<file path="src/rtl/elevator_controller_if.sv">
`default_nettype none
// ============================================================================
// Module   : elevator_controller_if
// Brief    : Call/actuator bundle between the elevator controller and its
//            surroundings (call buttons in, motor/door/status out).
// Revision : 1.0 - initial release
// ============================================================================
interface elevator_controller_if;
    logic [3:0] call_req;
    logic [1:0] current_floor;
    logic       motor_up;
    logic       motor_down;
    logic       door_open;
    logic [3:0] pending;

    // Environment side: raises calls, observes the car.
    modport master (
        output call_req,
        input  current_floor,
        input  motor_up,
        input  motor_down,
        input  door_open,
        input  pending
    );

    // Controller side.
    modport slave (
        input  call_req,
        output current_floor,
        output motor_up,
        output motor_down,
        output door_open,
        output pending
    );
endinterface
`default_nettype wire

</file>
<file path="src/rtl/elevator_controller.sv">
`default_nettype none
// ============================================================================
// Module   : comparador
// Brief    : Two-bit magnitude comparator; gt = (x > y), lt = (x < y).
// Revision : 1.0 - initial release
// ============================================================================
module comparador (
    input  wire logic [1:0] x,
    input  wire logic [1:0] y,
    output logic            gt,
    output logic            lt
);
    assign gt = (x > y);
    assign lt = (x < y);
endmodule

// ============================================================================
// Module   : elevator_controller
// Brief    : Four-floor elevator controller. Latches calls, picks direction
//            with a keep-direction (SCAN) policy, times floor travel and door
//            dwell, and drives Moore motor/door outputs.
// Revision : 1.0 - initial release
// ============================================================================
module elevator_controller #(
    parameter int TRAVEL_CYCLES = 8,
    parameter int DOOR_CYCLES   = 16
) (
    input  wire logic             clk,
    input  wire logic             rst_n,
    elevator_controller_if.slave  bus
);
    // One counter serves both travel and door timing; size it for the longer.
    localparam int CNT_MAX = (TRAVEL_CYCLES > DOOR_CYCLES) ? TRAVEL_CYCLES : DOOR_CYCLES;
    localparam int CNT_W   = (CNT_MAX > 1) ? $clog2(CNT_MAX) : 1;

    localparam logic [CNT_W-1:0] c_travel_last = CNT_W'(TRAVEL_CYCLES - 1);
    localparam logic [CNT_W-1:0] c_door_last   = CNT_W'(DOOR_CYCLES - 1);
    localparam logic [CNT_W-1:0] c_cnt_one     = CNT_W'(1);

    localparam logic [1:0] c_st_idle = 2'd0;
    localparam logic [1:0] c_st_up   = 2'd1;
    localparam logic [1:0] c_st_down = 2'd2;
    localparam logic [1:0] c_st_door = 2'd3;

    logic [1:0]       state_q,   state_d;
    logic [1:0]       floor_q,   floor_d;
    logic             dir_q,     dir_d;
    logic [CNT_W-1:0] cnt_q,     cnt_d;
    logic [3:0]       pending_q, pending_d;

    logic [3:0] w_above;
    logic [3:0] w_below;
    logic       w_up_req;
    logic       w_down_req;
    logic [1:0] w_floor_up;
    logic [1:0] w_floor_dn;
    logic [3:0] w_floor_onehot;
    logic [3:0] w_call_eff;
    logic [3:0] w_clear;

    // Classify every floor index as above/below the car.
    for (genvar i = 0; i < 4; i++) begin : g_cmp
        comparador u_cmp (
            .x  (2'(i)),
            .y  (floor_q),
            .gt (w_above[i]),
            .lt (w_below[i])
        );
    end

    assign w_up_req       = |(pending_q & w_above);
    assign w_down_req     = |(pending_q & w_below);
    assign w_floor_up     = floor_q + 2'd1;
    assign w_floor_dn     = floor_q - 2'd1;
    assign w_floor_onehot = 4'b0001 << floor_q;

    // Next-state, position, direction, timer and call-latch logic.
    always_comb begin
        state_d = state_q;
        floor_d = floor_q;
        dir_d   = dir_q;
        cnt_d   = cnt_q;
        w_clear = 4'b0000;
        // A current-floor press with the door open only extends the dwell.
        w_call_eff = (state_q == c_st_door) ? (bus.call_req & ~w_floor_onehot)
                                            : bus.call_req;
        case (state_q)
            c_st_idle: begin
                cnt_d = '0;
                if (pending_q[floor_q]) begin
                    state_d = c_st_door;
                    w_clear = w_floor_onehot;
                end else if (dir_q && w_up_req) begin
                    state_d = c_st_up;
                end else if (w_down_req) begin
                    state_d = c_st_down;
                    dir_d   = 1'b0;
                end else if (w_up_req) begin
                    state_d = c_st_up;
                    dir_d   = 1'b1;
                end
            end
            c_st_up: begin
                if (cnt_q == c_travel_last) begin
                    floor_d = w_floor_up;
                    cnt_d   = '0;
                    if (pending_q[w_floor_up]) begin
                        state_d = c_st_door;
                        w_clear = 4'b0001 << w_floor_up;
                    end else if (w_floor_up == 2'd3) begin
                        // Defensive: never try to travel beyond the top floor.
                        state_d = c_st_idle;
                    end
                end else begin
                    cnt_d = cnt_q + c_cnt_one;
                end
            end
            c_st_down: begin
                if (cnt_q == c_travel_last) begin
                    floor_d = w_floor_dn;
                    cnt_d   = '0;
                    if (pending_q[w_floor_dn]) begin
                        state_d = c_st_door;
                        w_clear = 4'b0001 << w_floor_dn;
                    end else if (w_floor_dn == 2'd0) begin
                        // Defensive: never try to travel below the ground floor.
                        state_d = c_st_idle;
                    end
                end else begin
                    cnt_d = cnt_q + c_cnt_one;
                end
            end
            c_st_door: begin
                if (bus.call_req[floor_q]) begin
                    cnt_d = '0;
                end else if (cnt_q == c_door_last) begin
                    state_d = c_st_idle;
                    cnt_d   = '0;
                end else begin
                    cnt_d = cnt_q + c_cnt_one;
                end
            end
            default: begin
                state_d = c_st_idle;
                cnt_d   = '0;
            end
        endcase
        pending_d = (pending_q | w_call_eff) & ~w_clear;
    end

    // State registers with synchronous active-low reset.
    always_ff @(posedge clk) begin
        if (!rst_n) begin
            state_q   <= c_st_idle;
            floor_q   <= 2'd0;
            dir_q     <= 1'b1;
            cnt_q     <= '0;
            pending_q <= 4'b0000;
        end else begin
            state_q   <= state_d;
            floor_q   <= floor_d;
            dir_q     <= dir_d;
            cnt_q     <= cnt_d;
            pending_q <= pending_d;
        end
    end

    assign bus.current_floor = floor_q;
    assign bus.motor_up      = (state_q == c_st_up);
    assign bus.motor_down    = (state_q == c_st_down);
    assign bus.door_open     = (state_q == c_st_door);
    assign bus.pending       = pending_q;
endmodule
`default_nettype wire

</file>
<file path="src/flat_wrapper.sv">
// flat-port wrapper written by rule: the top's interface ports become plain ports
module elevator_controller_flat 
#(
    parameter int TRAVEL_CYCLES = 8,
    parameter int DOOR_CYCLES   = 16
)
  (clk, rst_n, bus_call_req, bus_current_floor, bus_motor_up, bus_motor_down, bus_door_open, bus_pending);
  elevator_controller_if bus_i ();
  input  wire logic clk;
  input  wire logic rst_n;
  input wire logic [$bits(bus_i.call_req)-1:0] bus_call_req;
  output wire logic [$bits(bus_i.current_floor)-1:0] bus_current_floor;
  output wire logic [$bits(bus_i.motor_up)-1:0] bus_motor_up;
  output wire logic [$bits(bus_i.motor_down)-1:0] bus_motor_down;
  output wire logic [$bits(bus_i.door_open)-1:0] bus_door_open;
  output wire logic [$bits(bus_i.pending)-1:0] bus_pending;
  assign bus_i.call_req = bus_call_req;
  assign bus_current_floor = bus_i.current_floor;
  assign bus_motor_up = bus_i.motor_up;
  assign bus_motor_down = bus_i.motor_down;
  assign bus_door_open = bus_i.door_open;
  assign bus_pending = bus_i.pending;
  elevator_controller #(.TRAVEL_CYCLES(TRAVEL_CYCLES), .DOOR_CYCLES(DOOR_CYCLES)) u_core (.clk(clk), .rst_n(rst_n), .bus(bus_i));
endmodule
</file>
<file path="config.mk">
export PLATFORM = sky130hd
export DESIGN_NAME = elevator_controller_flat
export DESIGN_NICKNAME = d
export VERILOG_FILES = /design/src/rtl/elevator_controller_if.sv /design/src/rtl/elevator_controller.sv /design/src/flat_wrapper.sv
export SDC_FILE = /design/constraint.sdc
export NUM_CORES = 1
export LEC_CHECK = 0
export CORE_AREA = 2 2 45 68
export CTS_BUF_LIST = sky130_fd_sc_hd__clkbuf_4
export DETAILED_ROUTE_END_ITERATION = 16
export DIE_AREA = 0 0 47 70
export SLEW_MARGIN = 20
export SYNTH_ARGS = -nofsm -noshare
export SYNTH_HDL_FRONTEND = slang
export SYNTH_SLANG_ARGS = --single-unit
</file>
<file path="constraint.sdc">
create_clock -name clk -period 3.4 [get_ports clk]
set_input_delay 0.68 -clock clk [delete_from_list [all_inputs] [get_ports clk]]
set_output_delay 0.68 -clock clk [all_outputs]
set_load 0.05 [all_outputs]
</file>
==> flow_metrics.tcl, run 1 <==
set metrics [dict create \
    detailed_place_hpwl_um 1880 \
    initial_utilization 0.375 \
    cp.arrival_ns 1.94 \
    ys_seq_elements 13 \
    relSlewSlack 0.653 \
    cellLeakagePower_uw 0.000481 \
    cts.hold.buffers_added 0 \
    synth-main-ff-cell "sky130_fd_sc_hd__dfxtp_1" \
    clock_latency_ns 0.27 \
    final_hold_viol_count 0 \
    power_report.internal_total_uw 426 \
    area_inside_the_core_boundary_um2 2760 \
    via_per_inst 5.58 \
    pre_cts_slack_ns 0.724 \
    min_period_over_period 0.769 \
    number_of_global_route_vias_before_repair 958 \
    power_density_nw_per_um2 632 \
    cts_tree "done" \
    grtUsageTotal 0.176 \
    critPathCapture "bus_motor_down" \
    final_period_minus_worst_setup_slack_ns 2.62 \
    placed_area_um2 1210 \
    final_critical_path_setup_slack_ns 0.785 \
    synth.avg_cell_area_um2 9.25 \
    die_h_um 70 \
    clkPwrFrac 0.137 \
    first_pass_grt_wire_length_um 4440 \
    final-max-slew-violation-count 0 \
    grt_antenna_before_repair 0 \
    clock-sinks 13 \
    worst_r2r_path_depth 6 \
    ys_types 37 \
    setup_viol_count_final 0 \
    pwr-share-seq 0.264 \
    port_buf_inserts 14 \
    drt_first_iter_violations 24 \
    outcome "finished clean" \
    tritoncts.num_buffers 3 \
    crit_slowest_cell "sky130_fd_sc_hd__clkdlybuf4s50_1" \
    synth-seq-area-share 0.251 \
    final.setup_skew_ns 0.00311 \
    drc 0 \
    post_cts_gate_resize_count 0 \
    reg2reg_setup_slack_ns 0.85 \
    rsz0062_at_grt "false" \
    share_of_final_layout_standard_cells_stronger_than_drive_strength_1 0.0781 \
    num_antenna_cells 0 \
    endpoint_kind "output pin" \
    power.ir.vdd_worst_v 0.000303 \
    num-nets-final 145 \
    timing.rr.start "u_core.bus.current_floor[1]" \
    tightest_slew_ns 0.520 \
    grt_start_max_net_pins 12 \
    synthArstFlopShare 0 \
    post_drt_wl_per_cell_um 14.7 \
    die_width_um 47 \
    clk_pin_slew_ns 0.08 \
    worst_setup_path_start_kind "flip-flop" \
    worstPathCellList "inv_1 > ha_1 > clkdlybuf4s50_1" \
    sum_of_internal_switching_and_leakage_power_uw 782 \
    dieArea_um2 3290 \
    clock-root-buffer "sky130_fd_sc_hd__clkbuf_4" \
    drt_pass1_iterations 4 \
    max_freq_ghz 0.382 \
    layout_commonest_cell "sky130_fd_sc_hd__clkdlybuf4s50_1" \
    via_count 932 \
    drt.antenna.violating_nets 0 \
    setup_total_negative_slack_ns 0 \
    comb_power_share 0.598 \
    crit-reg2reg-capture "u_core.bus.pending[3]" \
    grt-ovfl-total 0 \
    worst_path_class_setup "reg2out" \
    design.portCount 15 \
    number_of_synthesized_flops_with_an_enable_pin 0 \
    mappedNetlistNets 128 \
    critPathLaunch "u_core.state_q[0]" \
    post-cts-setup-buffer-count 0 \
    place.gp.congestion 0.817 \
    fin_util 0.448 \
    timing.critical_path.slowest_cell_delay_ns 0.87 \
    switching_power_uw 356 \
    cp_max_fo 10 \
    maxCapViolations 0 \
    synthCells 112 \
    rows 24 \
    sw_frac_of_total 0.455 \
    postLayoutCellArea_um2 1240 \
    most_frequent_cells_in_the_layout "sky130_fd_sc_hd__clkdlybuf4s50_1 (14), sky130_fd_sc_hd__dfxtp_1 (13), sky130_fd_sc_hd__inv_1 (10), sky130_fd_sc_hd__ha_1 (10), sky130_fd_sc_hd__nor2_1 (9)" \
    summed_instance_area_of_the_synthesized_netlist_um2 1040 \
    worstPathRequired_ns 2.72 \
    cts-htree-levels 1 \
    min-delay-path-class "reg2reg" \
    detailed_route_wl_um 2450 \
    yosys_warnings 0 \
    clockBufferDepth 2 \
    areaGrowthSynthToFinish_pct 19.6 \
]
## worst max-delay path: cells and delay by family (launching register included)
| kind | cells | cell delay, ns |
|---|---|---|
| buffers and inverters | 2 | 0.96 |
| flip-flops | 1 | 0.35 |
| adder cells (fa/ha/maj) | 1 | 0.36 |
## cell type report
type                    instances  area, µm²
flip-flops and latches         13        260
multi-input cells              86        714
inverters                      10       37.5
clock buffers                   4       30.0
fillers                       279       1520
well taps                      39       48.8
repair buffers                 15        148
## power by group through the flow
stage          combinational [µW]  sequential [µW]  clock [µW]
6_report                      468              207         107
2_1_floorplan                 319              250           0
3_5_place_dp                  467              210           0
3_3_place_gp                  463              209           0
4_1_cts                       471              207         113
5_1_grt                       521              211         120
## cell usage after synthesis, drive strengths merged, types with 4 or more instances
cell     n  area (µm²)
a21boi   4        30.0
a21oi    5        25.0
a221oi   7        61.3
a22o     4        35.0
dfxtp   13         260
ha      10         125
inv     10        37.5
mux4     4         101
nor2     9        33.8
o21ai    7        35.0
## how the worst min path moves through the flow
stage / end / slack (ns) / from / depth (start not counted)
detailed placement: u_core.cnt_q[0] / 0.45 / u_core.cnt_q[0] / 1
floorplan: u_core.cnt_q[0] / 0.42 / u_core.cnt_q[0] / 1
global route: u_core.cnt_q[0] / 0.47 / u_core.cnt_q[0] / 1
global placement: u_core.cnt_q[0] / 0.43 / u_core.cnt_q[0] / 1
finish: u_core.cnt_q[0] / 0.46 / u_core.cnt_q[0] / 1
CTS: u_core.cnt_q[0] / 0.46 / u_core.cnt_q[0] / 1
## per-layer routing
metal  GRT usage  wire [µm]
met1       0.227       1010
met5           0          0
met4      0.0679         55
met2       0.282       1270
met3      0.0284        108
## stage by stage
step,std cells,hold WS (ns)
finish,167,0.456
CTS,167,0.460
detailed placement,163,0.446
global route,167,0.473
floorplan,112,0.418
global placement,163,0.429
## state kept, by name (all words and copies together), names as in the netlist
signal,count
u_core.state_q,2
u_core.dir_q,1
u_core.cnt_q,4
u_core.bus.pending,4
u_core.bus.current_floor,2
## cells by family (layout without fill, tap and decap cells)
| kind of cell | count (synthesis) | in the layout | synth area share |
|---|---|---|---|
| compound gates | 39 | 39 | 0.277 |
| buf+inv | 13 | 29 | 0.0592 |
| flops | 13 | 13 | 0.251 |
| simple gates | 30 | 30 | 0.169 |
| fa+ha+maj | 10 | 10 | 0.121 |
| xor+xnor | 3 | 3 | 0.0254 |
| mux | 4 | 4 | 0.0978 |
No activity file was read; power rests on OpenSTA's default activity.
==> run 2, diff against run 1 <==
==> constraint.sdc (replaced) <==
create_clock -name clk -period 2.7 [get_ports clk]
set_input_delay 0.54 -clock clk [delete_from_list [all_inputs] [get_ports clk]]
set_output_delay 0.54 -clock clk [all_outputs]
set_load 0.05 [all_outputs]
==> run 2 against run 1 <==
  * Flip-flop and latch count is the same
  * Design area grew 0.61%
  * Worst hold slack lost 0.0097 ns
  * Clock skew shrank 0.0016 ns
  * Combinational power grew 29%
  * Cell count grew 0.60%
  * Core utilization grew 0.27 points
  * Critical path depth is the same
==> flow_metrics.tcl, run 2 (synthesis gave the netlist of run 1 again) <==
set metrics [dict create \
    n_fill_cell 290 \
    grt_start_max_net_pins 12 \
    num_antenna_cells 0 \
    final-max-slew-violation-count 0 \
    drt_first_iter_violations 52 \
    share_of_final_layout_standard_cells_stronger_than_drive_strength_1 0.0853 \
    worst_path_class_setup "reg2out" \
    clock-root-buffer "sky130_fd_sc_hd__clkbuf_4" \
    min-delay-path-class "reg2reg" \
    detailed_route_wl_um 2510 \
    dieArea_um2 3290 \
    via_count 946 \
    number_of_global_route_vias_before_repair 963 \
    clk_pin_slew_ns 0.08 \
    maxCapViolations 0 \
    cellLeakagePower_uw 0.000486 \
    postLayoutCellArea_um2 1250 \
    num-nets-final 146 \
    worstPathRequired_ns 2.16 \
    area_inside_the_core_boundary_um2 2760 \
    tritoncts.num_buffers 3 \
    cp_max_fo 10 \
    final_hold_viol_count 0 \
    post_drt_wl_per_cell_um 14.9 \
    placed_area_um2 1220 \
    cp.arrival_ns 1.95 \
    min-delay-start "u_core.cnt_q[0]" \
    clockBufferDepth 2 \
    power_density_nw_per_um2 801 \
    endpoint_kind "output pin" \
    initial_utilization 0.375 \
    timing.critical_path.slowest_cell_delay_ns 0.87 \
    first_pass_grt_wire_length_um 4280 \
    cts_tree "done" \
    rows 24 \
    drt_pass1_iterations 6 \
    path_delay_family "buffers and inverters" \
    post-cts-setup-buffer-count 0 \
    grt_antenna_before_repair 0 \
    outcome "finished clean" \
    max_freq_ghz 0.402 \
    final_period_minus_worst_setup_slack_ns 2.49 \
    rsz0062_at_grt "false" \
    drt.antenna.violating_nets 0 \
    design.portCount 15 \
    clock_latency_ns 0.28 \
    power.ir.vdd_worst_v 0.000562 \
    most_frequent_cells_in_the_layout "sky130_fd_sc_hd__clkdlybuf4s50_1 (14), sky130_fd_sc_hd__dfxtp_1 (13), sky130_fd_sc_hd__inv_1 (10), sky130_fd_sc_hd__ha_1 (10), sky130_fd_sc_hd__nor2_1 (9)" \
    worstPathCellList "inv_1 > ha_1 > clkdlybuf4s50_1" \
    grt-ovfl-total 0 \
    critPathBufInv 2 \
    min_period_over_period 0.921 \
    cts-htree-levels 1 \
    grtUsageTotal 0.173 \
    areaGrowthSynthToFinish_pct 20.3 \
    die_h_um 70 \
    setup_total_negative_slack_ns 0 \
    crit_slowest_cell "sky130_fd_sc_hd__clkdlybuf4s50_1" \
    fin_util 0.451 \
    via_per_inst 5.63 \
    clock-sinks 13 \
    port_buf_inserts 14 \
    relSlewSlack 0.668 \
    die_width_um 47 \
    layout_commonest_cell "sky130_fd_sc_hd__clkdlybuf4s50_1" \
    final.setup_skew_ns 0.00155 \
    worst_setup_path_start_kind "flip-flop" \
    setup_viol_count_final 0 \
    place.gp.congestion 0.816 \
    cts.hold.buffers_added 0 \
    detailed_place_hpwl_um 1960 \
    timing.rr.start "u_core.bus.current_floor[0]" \
    post_cts_gate_resize_count 0 \
    critPathLaunch "u_core.state_q[0]" \
    drc 0 \
    tightest_slew_ns 0.496 \
]
## run 2: changes by cell type in the layout (fill, tap and decap cells not counted)
cell	delta
sky130_fd_sc_hd__buf_4	+1
## run 2: cell type report
class                           instances  area [µm²]  share of cell area
Inverter                               10        37.5              0.0301
Multi-Input combinational cell         86         714               0.573
Sequential cell                        13         260               0.209
Tap cell                               39        48.8              0.0392
Clock buffer                            4        30.0              0.0241
Timing Repair Buffer                   16         155               0.124
## run 2: where the power goes
group	leakage, µW	switching (µW)	internal (µW)
logic	0.000361	354	251
clock network	0.0000184	69.8	67.4
registers	0.000107	32.5	223
total	0.000486	457	541
## run 2: path summary, 6_finish.rpt
kind	to	slack (ns)	depth (start not counted)
setup reg to reg	u_core.state_q[0]	0.46	7
setup / recovery	bus_motor_down	0.21	3
hold reg to reg	u_core.cnt_q[0]	0.45	1
hold / removal	u_core.cnt_q[0]	0.45	1
## run 2: per-layer routing
metal | vias up | wire length (µm) | GRT usage
met4 | 0 | 87 | 0.0802
met3 | 8 | 44 | 0.0233
met1 | 455 | 1110 | 0.219
met2 | 19 | 1270 | 0.275
li1 | 464 | - | -
met5 | - | 0 | 0
## run 2: through the flow
stage               std cells  total power, µW  setup WS, ns  hold slack [ns]
finish                    168              998         0.215            0.447
CTS                       168             1000         0.208            0.450
global placement          164              852         0.221            0.428
detailed placement        164              860         0.191            0.438
global route              168             1070         0.110            0.473
floorplan                 112              716        0.0444            0.418
==> run 3, diff against run 2 <==
--- a/config.mk
+++ b/config.mk
@@ -9,6 +9,7 @@
 export CTS_BUF_LIST = sky130_fd_sc_hd__clkbuf_4
 export DETAILED_ROUTE_END_ITERATION = 16
 export DIE_AREA = 0 0 47 70
+export MAX_ROUTING_LAYER = met4
 export SLEW_MARGIN = 20
 export SYNTH_ARGS = -nofsm -noshare
 export SYNTH_HDL_FRONTEND = slang
==> run 3 against run 2 <==
  * Global-route usage rose by 0.43 points
  * Sequential power barely moved
  * Total power barely moved
  * Sequential share of layout area did not move
  * First-iteration DRC count fell by 27%
  * Flip-flop and latch count did not move
  * Register-to-register slack barely moved
  * Worst setup slack got worse by 0.0024 ns
  * Worst hold slack barely moved
  * Critical path type unchanged
==> flow_metrics.tcl, run 3 (synthesis gave the netlist of run 1 again) <==
set metrics [dict create \
    post_drt_wl_per_cell_um 15.0 \
    cts.hold.buffers_added 0 \
    most_frequent_cells_in_the_layout "sky130_fd_sc_hd__clkdlybuf4s50_1 (14), sky130_fd_sc_hd__dfxtp_1 (13), sky130_fd_sc_hd__inv_1 (10), sky130_fd_sc_hd__ha_1 (10), sky130_fd_sc_hd__nor2_1 (9)" \
    num_antenna_cells 0 \
    drt_first_iter_violations 38 \
    num-nets-final 146 \
    clock-root-buffer "sky130_fd_sc_hd__clkbuf_4" \
    clockBufferDepth 2 \
    grt_start_max_net_pins 12 \
    dieArea_um2 3290 \
    detailed_route_wl_um 2520 \
    grtUsageTotal 0.177 \
    areaGrowthSynthToFinish_pct 20.3 \
    sum_of_internal_switching_and_leakage_power_uw 997 \
    post-cts-setup-buffer-count 0 \
    reg2reg_setup_slack_ns 0.46 \
    worst_path_class_setup "reg2out" \
    initial_utilization 0.375 \
    worstPathCellList "inv_1 > ha_1 > clkdlybuf4s50_1" \
    first_pass_grt_wire_length_um 4280 \
    hold-path-cell-count 1 \
    design.portCount 15 \
    grt-ovfl-total 0 \
    final_period_minus_worst_setup_slack_ns 2.49 \
    final-max-slew-violation-count 0 \
    critPathBufInv 2 \
    port_buf_inserts 14 \
    placed_cells 164 \
    multiInputGateArea_um2 714 \
    tightest_slew_ns 0.496 \
    critPathLaunch "u_core.state_q[0]" \
    maxCapViolations 0 \
    post_cts_gate_resize_count 0 \
    timing.critical_path.slowest_cell_delay_ns 0.87 \
    min_period_over_period 0.921 \
    crit_slowest_cell "sky130_fd_sc_hd__clkdlybuf4s50_1" \
    min_delay_worst_endpoint "u_core.cnt_q[0]" \
    cp_max_fo 10 \
    area_inside_the_core_boundary_um2 2760 \
    share_of_final_layout_standard_cells_stronger_than_drive_strength_1 0.0853 \
    seq_area_um2 260 \
    via_per_inst 5.68 \
    place.gp.congestion 0.828 \
    via_count 955 \
    max_freq_ghz 0.402 \
    cts_tree "done" \
    power.ir.vdd_worst_v 0.000562 \
    setup_total_negative_slack_ns 0 \
    clk_pin_slew_ns 0.08 \
    timing.rr.start "u_core.bus.current_floor[0]" \
    clock_latency_ns 0.28 \
    drt_pass1_iterations 4 \
    final.setup_skew_ns 0.00138 \
    grt_antenna_before_repair 0 \
    layout_commonest_cell "sky130_fd_sc_hd__clkdlybuf4s50_1" \
    worst_r2r_path_depth 6 \
    critical_path_cell_count 3 \
    outcome "finished clean" \
    cellLeakagePower_uw 0.000486 \
    finish.cell_count_without_fillers 168 \
    relSlewSlack 0.668 \
    detailed_place_hpwl_um 1960 \
    die_width_um 47 \
    power_density_nw_per_um2 800 \
    path_delay_family "buffers and inverters" \
    min-delay-start "u_core.cnt_q[0]" \
    number_of_global_route_vias_before_repair 963 \
    setup_viol_count_final 0 \
    n_fill_cell 290 \
    hold-worst-slack_ns 0.446 \
    cts-htree-levels 1 \
    drt.antenna.violating_nets 0 \
    endpoint_kind "output pin" \
    min-delay-path-class "reg2reg" \
    worstPathRequired_ns 2.16 \
    die_h_um 70 \
    worst_setup_path_start_kind "flip-flop" \
    drc 0 \
    rsz0062_at_grt "false" \
    rows 24 \
    clock-sinks 13 \
    cp.arrival_ns 1.95 \
    tritoncts.num_buffers 3 \
    crit-reg2reg-capture "u_core.bus.pending[3]" \
    final_hold_viol_count 0 \
]
run 3: where the power goes:
group          internal [µW]  switching [µW]
Combinational            251             354
Clock                   67.4            69.4
Sequential               223            32.5
Total                    541             456
run 3: cell type report:
cell class	instances	area share
Sequential cell	13	0.209
Multi-Input combinational cell	86	0.573
Clock buffer	4	0.0241
Timing Repair Buffer	16	0.124
Inverter	10	0.0301
Tap cell	39	0.0392
run 3: worst reg2reg max path: stages, from the launching register on:
cell and delay [ns]:
sky130_fd_sc_hd__dfxtp_1 0.33, sky130_fd_sc_hd__inv_1 0.06, sky130_fd_sc_hd__ha_1 0.39, sky130_fd_sc_hd__mux4_1 0.62
sky130_fd_sc_hd__and3_1 0.25, sky130_fd_sc_hd__a22o_1 0.19, sky130_fd_sc_hd__a221oi_1 0.30
run 3: through the flow:
step	cell area (µm²)	util	worst slack, ns
floorplan	1040	-	0.0444
global placement	1220	0.440	0.221
detailed placement	1220	0.440	0.191
CTS	1250	0.451	0.208
global route	1250	0.451	0.110
finish	1250	0.451	0.212
run 3: worst max-delay path by stage:
| stage | to | slack (ns) |
|---|---|---|
| after detailed placement | u_core.state_q[0] | 0.19 |
| after global routing | bus_motor_down | 0.11 |
| after CTS | bus_motor_down | 0.21 |
| final | bus_motor_down | 0.21 |
| after floorplan | u_core.state_q[0] | 0.04 |
| after global placement | u_core.state_q[0] | 0.22 |
run 3: routing by layer:
layer  global-route usage  vias up  part of all wire
met5                    -        -                 0
met1                0.219      462              0.44
met3               0.0233        8             0.020
met2                0.275       21              0.50
met4               0.0802        0             0.035
li1                     -      464                 -
